## src/rtl/sos_win_pkg.sv

```systemverilog
// Shared constants for the 3x3 sum-of-squares window cache.
// Tap slice indices (row-major, NW oldest row/column) and counter width helper.
package sos_win_pkg;

  localparam int TAP_NW = 0;
  localparam int TAP_N  = 1;
  localparam int TAP_NE = 2;
  localparam int TAP_W  = 3;
  localparam int TAP_C  = 4;
  localparam int TAP_E  = 5;
  localparam int TAP_SW = 6;
  localparam int TAP_S  = 7;
  localparam int TAP_SE = 8;

  // Width of a counter covering 0..n-1, never below one bit.
  function automatic int pos_w(input int n);
    return (n < 2) ? 1 : $clog2(n);
  endfunction

endpackage

```

## src/rtl/sos_line_buf.sv

```systemverilog
// One-row line buffer: COLS x DATA_W distributed RAM, shared address.
// Ports: clk, we, addr (column), wdata; rdata is an asynchronous read.
module sos_line_buf
  import sos_win_pkg::*;
#(
  parameter int DATA_W = 35,
  parameter int COLS   = 34
) (
  input  logic                     clk,
  input  logic                     we,
  input  logic [pos_w(COLS)-1:0]   addr,
  input  logic [DATA_W-1:0]        wdata,
  output logic [DATA_W-1:0]        rdata
);

  logic [DATA_W-1:0] mem [COLS];

  // Read-before-write: rdata shows the old word during the write cycle.
  assign rdata = mem[addr];

  always_ff @(posedge clk) begin
    if (we) begin
      mem[addr] <= wdata;
    end
  end

endmodule

```

## src/rtl/sos_window_cache.sv

```systemverilog
// 3x3 sliding window over a raster stream of per-cell sum-of-squares values.
// Ports: aclk, arest_n (sync, active-low), sos_valid/sos_sof/sum_of_squares in;
// window_valid, win_data (9 taps), frame_done, frame_err out;
// win_row/win_col centre position only when SOS_WIN_POS_EN is defined.
module sos_window_cache
  import sos_win_pkg::*;
#(
  parameter int DATA_W = 35,
  parameter int COLS   = 34,
  parameter int ROWS   = 34,
  parameter int DELAY  = 1
) (
  input  logic                     aclk,
  input  logic                     arest_n,
  input  logic                     sos_valid,
  input  logic                     sos_sof,
  input  logic [DATA_W-1:0]        sum_of_squares,
  output logic                     window_valid,
  output logic [9*DATA_W-1:0]      win_data,
  output logic                     frame_done,
`ifdef SOS_WIN_POS_EN
  output logic [pos_w(ROWS)-1:0]   win_row,
  output logic [pos_w(COLS)-1:0]   win_col,
`endif
  output logic                     frame_err
);

  localparam int CW = pos_w(COLS);
  localparam int RW = pos_w(ROWS);

  // DELAY only shapes simulation timing; registers here use none.
  if (DELAY < 0) begin : g_delay_chk
    $error("DELAY must be non-negative");
  end

  logic [CW-1:0]     col;
  logic [RW-1:0]     row;
  logic [CW-1:0]     cur_col;
  logic [RW-1:0]     cur_row;
  logic              sof_hit;
  logic              col_last;
  logic              row_last;
  logic              win_hit;
  logic [DATA_W-1:0] lb1_rd;
  logic [DATA_W-1:0] lb2_rd;
  logic [DATA_W-1:0] top [3];
  logic [DATA_W-1:0] mid [3];
  logic [DATA_W-1:0] bot [3];

  assign sof_hit = sos_valid & sos_sof;

  // Start-of-frame overrides the tracked position for this sample.
  always_comb begin
    cur_col = col;
    cur_row = row;
    if (sof_hit) begin
      cur_col = '0;
      cur_row = '0;
    end
  end

  assign col_last = (cur_col == CW'(COLS - 1));
  assign row_last = (cur_row == RW'(ROWS - 1));

  // Sample (r+1,c+1) completes the window centred on (r,c).
  assign win_hit = sos_valid
                 && (cur_row >= RW'(2))
                 && (cur_col >= CW'(2));

  sos_line_buf #(
    .DATA_W (DATA_W),
    .COLS   (COLS)
  ) u_lb1 (
    .clk   (aclk),
    .we    (sos_valid),
    .addr  (cur_col),
    .wdata (sum_of_squares),
    .rdata (lb1_rd)
  );

  sos_line_buf #(
    .DATA_W (DATA_W),
    .COLS   (COLS)
  ) u_lb2 (
    .clk   (aclk),
    .we    (sos_valid),
    .addr  (cur_col),
    .wdata (lb1_rd),
    .rdata (lb2_rd)
  );

  always_ff @(posedge aclk) begin
    if (!arest_n) begin
      col          <= '0;
      row          <= '0;
      window_valid <= 1'b0;
      frame_done   <= 1'b0;
      frame_err    <= 1'b0;
      for (int i = 0; i < 3; i++) begin
        top[i] <= '0;
        mid[i] <= '0;
        bot[i] <= '0;
      end
`ifdef SOS_WIN_POS_EN
      win_row      <= '0;
      win_col      <= '0;
`endif
    end else begin
      window_valid <= win_hit;
      frame_done   <= win_hit & row_last & col_last;
      if (sof_hit && (row != '0 || col != '0)) begin
        frame_err <= 1'b1;
      end
      if (sos_valid) begin
        if (col_last) begin
          col <= '0;
          row <= row_last ? '0 : cur_row + 1'b1;
        end else begin
          col <= cur_col + 1'b1;
          row <= cur_row;
        end
        // Index 0 is the oldest column (dc=-1), index 2 the newest.
        top[0] <= top[1];
        top[1] <= top[2];
        top[2] <= lb2_rd;
        mid[0] <= mid[1];
        mid[1] <= mid[2];
        mid[2] <= lb1_rd;
        bot[0] <= bot[1];
        bot[1] <= bot[2];
        bot[2] <= sum_of_squares;
      end
`ifdef SOS_WIN_POS_EN
      if (win_hit) begin
        win_row <= cur_row - 1'b1;
        win_col <= cur_col - 1'b1;
      end
`endif
    end
  end

  assign win_data[TAP_NW*DATA_W +: DATA_W] = top[0];
  assign win_data[TAP_N *DATA_W +: DATA_W] = top[1];
  assign win_data[TAP_NE*DATA_W +: DATA_W] = top[2];
  assign win_data[TAP_W *DATA_W +: DATA_W] = mid[0];
  assign win_data[TAP_C *DATA_W +: DATA_W] = mid[1];
  assign win_data[TAP_E *DATA_W +: DATA_W] = mid[2];
  assign win_data[TAP_SW*DATA_W +: DATA_W] = bot[0];
  assign win_data[TAP_S *DATA_W +: DATA_W] = bot[1];
  assign win_data[TAP_SE*DATA_W +: DATA_W] = bot[2];

endmodule

```

## config.mk

```make
export PLATFORM = sky130hd
export DESIGN_NAME = sos_window_cache
export DESIGN_NICKNAME = d
export VERILOG_FILES = /design/src/rtl/sos_win_pkg.sv /design/src/rtl/sos_line_buf.sv /design/src/rtl/sos_window_cache.sv
export SDC_FILE = /design/constraint.sdc
export NUM_CORES = 2
export LEC_CHECK = 0
export CORE_ASPECT_RATIO = 1.1
export CORE_UTILIZATION = 50
export DETAILED_ROUTE_END_ITERATION = 10
export DONT_BUFFER_PORTS = 1
export PLACE_DENSITY = 0.69
export SKIP_LAST_GASP = 1
export SLEW_MARGIN = 25
export SYNTH_ARGS = -nofsm -noshare
export SYNTH_HDL_FRONTEND = slang
export SYNTH_SLANG_ARGS = --single-unit
```

## constraint.sdc

```tcl
create_clock -name aclk -period 9.7 [get_ports aclk]
set_input_delay 1.94 -clock aclk [delete_from_list [all_inputs] [get_ports aclk]]
set_output_delay 1.94 -clock aclk [all_outputs]
set_load 0.05 [all_outputs]
```

==> results.cfg <==
[setup_path]
r2r_end = u_lb2.mem[30][4]$_DFFE_PP_
r2r_setup_slack_ns = 4.38
critPathMaxFanout = 46
reg2reg_depth = 8
rr_startpoint = col[0]$_SDFFE_PN0P_
end_kind = flop
cp.required_ns = 10.14
crit_end = u_lb2.mem[30][4]$_DFFE_PP_
worstSetupStartpoint = col[0]$_SDFFE_PN0P_
start_kind = flop
crit_type = flop to flop
critPathArrivalTime_ns = 5.76

[routing]
first_iter_violations = 11500
routed_wl_mm = 340
num_vias = 61900
drc = 0
dr.pass1.iters = 9
drtAntennaViolNets = 0
avgViaCountPerCell = 6.98
wl_per_cell_um = 38.3

[die]
dieArea_sq_um = 209000
core_sq_um = 205000
die_y_um = 479
pin_count = 357
rows = 174
die_w_um = 436
start_util = 0.505

[logic_synthesis]
synth_compound_area_frac = 0.0847
synthSimpleGateAreaFrac = 0.0449
synth_fa_ha_area_frac = 0.000726
synth_mux_area_frac = 0.0659
async_reset_ff_frac = 0
syn-cell-area_sq_um = 103000
yosys.area_share.xor_xnor = 0
synth_nets = 5918
synth_edf_count = 2695
synth_top_family_by_area = compound AO/OA/AOI/OAI gates
synth-seq-cells = 2710
ys_types = 78
yosysWarnings = 0
synth.avg_cell_area_sq_um = 17.6
yosysSeqAreaShare = 0.786
synthCells = 5873
synth_flop_cell = edfxtp_1

[cells_and_area]
register_area_sq_um = 81200
multi_input_area_sq_um = 20800
nFillCells = 15100
postLayoutCellArea_sq_um = 116000
stdcell_count = 8868
final_cell_mix = edfxtp_1 (2695), mux2i_1 (389), clkbuf_16 (284)
layout.nets = 5986
area_delta_synth_final_pct = 11.8
final_common_cell = edfxtp_1
drive_gt1_frac = 0.142

[global_routing]
antenna_found_initial = 28
grt.total_usage = 0.318
grt-ovfl-total = 0
grt_pass1_wl_mm = 462
use_met2 = 0.489
first_global_vias = 58700
top_usage_layer = met2
met3_usage = 0.0893
grtUsageMet1 = 0.408
grt_max_degree = 277

[clock_tree]
cts_buffers = 275
insertion_delay_ns = 0.96
root_buffer = clkbuf_16
cts_max_path_buffers = 4
cts_tree = built
clk_pin_slew_ns = 0.06
cts_hold_buf = 0
cts_max_level = 5
cts_setup_buffers = 0
cts.sinks = 2710
postCtsResizedCells = 0

[sta]
fmax_ghz = 0.188
max_slew_margin = 0.137
finalSetupViolations = 0
skew_ns = 0.0735
setup_tns_ns = 0
worst_pin_slew_ns = 1.28
fin_ws_ns = 4.38
slew_violations = 0
rsz0062_at_grt = false
hold_viol = 0
fin_crit_ns = 5.32
min_period_over_period = 0.548

[min_path]
hp-class = flop to flop

[pwr]
peakVddDrop_v = 0.000175
p_total_mw = 24.9
powerDensity_nw_per_um2 = 215
p_leak_nw = 37.1

[flow_run]
maxCapViolCount = 0

[place]
dpl-instance-area_sq_um = 107000
dp_hpwl_mm = 187
gp_congestion = 0.899
pre_cts_slack_ns = 3.34
io_buffers = 0
dp_cells = 8388

[outcome]
outcome = finished clean
state kept, by name, indices dropped and copies added, names as in the netlist, 6 cells and up:
name	cells
u_lb2.mem	1190
col	6
bot	105
u_lb1.mem	1190
mid	105
row	6
top	105
layout make-up:
class / instances / area share
Timing Repair Buffer: 194 / 0.0152
Clock buffer: 340 / 0.0635
Multi-Input combinational cell: 2748 / 0.180
Sequential cell: 2710 / 0.703
Clock inverter: 112 / 0.00757
Tap cell: 2728 / 0.0295
Antenna cell: 24 / 0.000520
Inverter: 12 / 0.000466
Yosys cell counts, types with 44 or more instances:
cell	number	area, sq um
a21oi_1	167	836
mux4_2	44	991
edfxtp_1	2695	80900
a222oi_1	69	691
clkbuf_1	200	751
a31oi_1	55	344
a221oi_1	115	1010
mux2i_1	389	3890
nor3_1	46	230
buf_2	125	626
and3_1	277	1730
o22ai_1	48	300
mux2_2	165	1860
nand2_1	220	826
a22oi_1	187	1400
nor2_1	192	721
nand3_1	94	470
o21ai_0	221	1110
layer usage:
metal  vias to the layer above  share of wire
li1                      24000              -
met1                     31000           0.34
met2                      5672           0.45
met3                      1197           0.14
met4                         2          0.067
met5                         -       0.000038
how the worst min path moves through the flow:
stage	to	slack, ns	depth (start not counted)	start
after global placement	row[4]$_SDFFE_PN0P_	0.47	2	row[4]$_SDFFE_PN0P_
after detailed placement	row[4]$_SDFFE_PN0P_	0.47	2	row[4]$_SDFFE_PN0P_
after CTS	row[4]$_SDFFE_PN0P_	0.48	2	row[4]$_SDFFE_PN0P_
after global routing	row[4]$_SDFFE_PN0P_	0.50	2	row[4]$_SDFFE_PN0P_
final	row[4]$_SDFFE_PN0P_	0.48	2	row[4]$_SDFFE_PN0P_
after floorplan	row[4]$_SDFFE_PN0P_	0.45	2	row[4]$_SDFFE_PN0P_
stage by stage:
step                hold WS (ns)  utilization
floorplan                  0.452            -
global placement           0.468        0.523
detailed placement         0.474        0.523
CTS                        0.482        0.563
global route               0.504        0.564
finish                     0.482        0.564
power breakdown:
| group | leakage [nW] | switching, mW | internal, mW |
|---|---|---|---|
| Sequential | 25.1 | 0.459 | 13.2 |
| Combinational | 8.07 | 0.911 | 0.338 |
| Clock | 3.99 | 4.27 | 5.70 |
worst max-delay path, cell delays in order (launching register included):
cell and delay, ns:
dfxtp_4 0.68, buf_4 0.65, or3_1 0.48, nand2_4 0.38, buf_4 0.48, a22oi_1 0.29, a31oi_1 0.10, nor4_1 0.99
nand2_2 0.70
cells by family (layout without fill, tap and decap cells):
group           after synthesis  in the layout
buf+inv                     415            658
simple gates                925            925
flops                      2710           2710
mux                         603            603
fa+ha+maj                     6              6
other cells                   0             24
compound gates             1214           1214
Note: power is estimated with default switching activity, not from simulation.
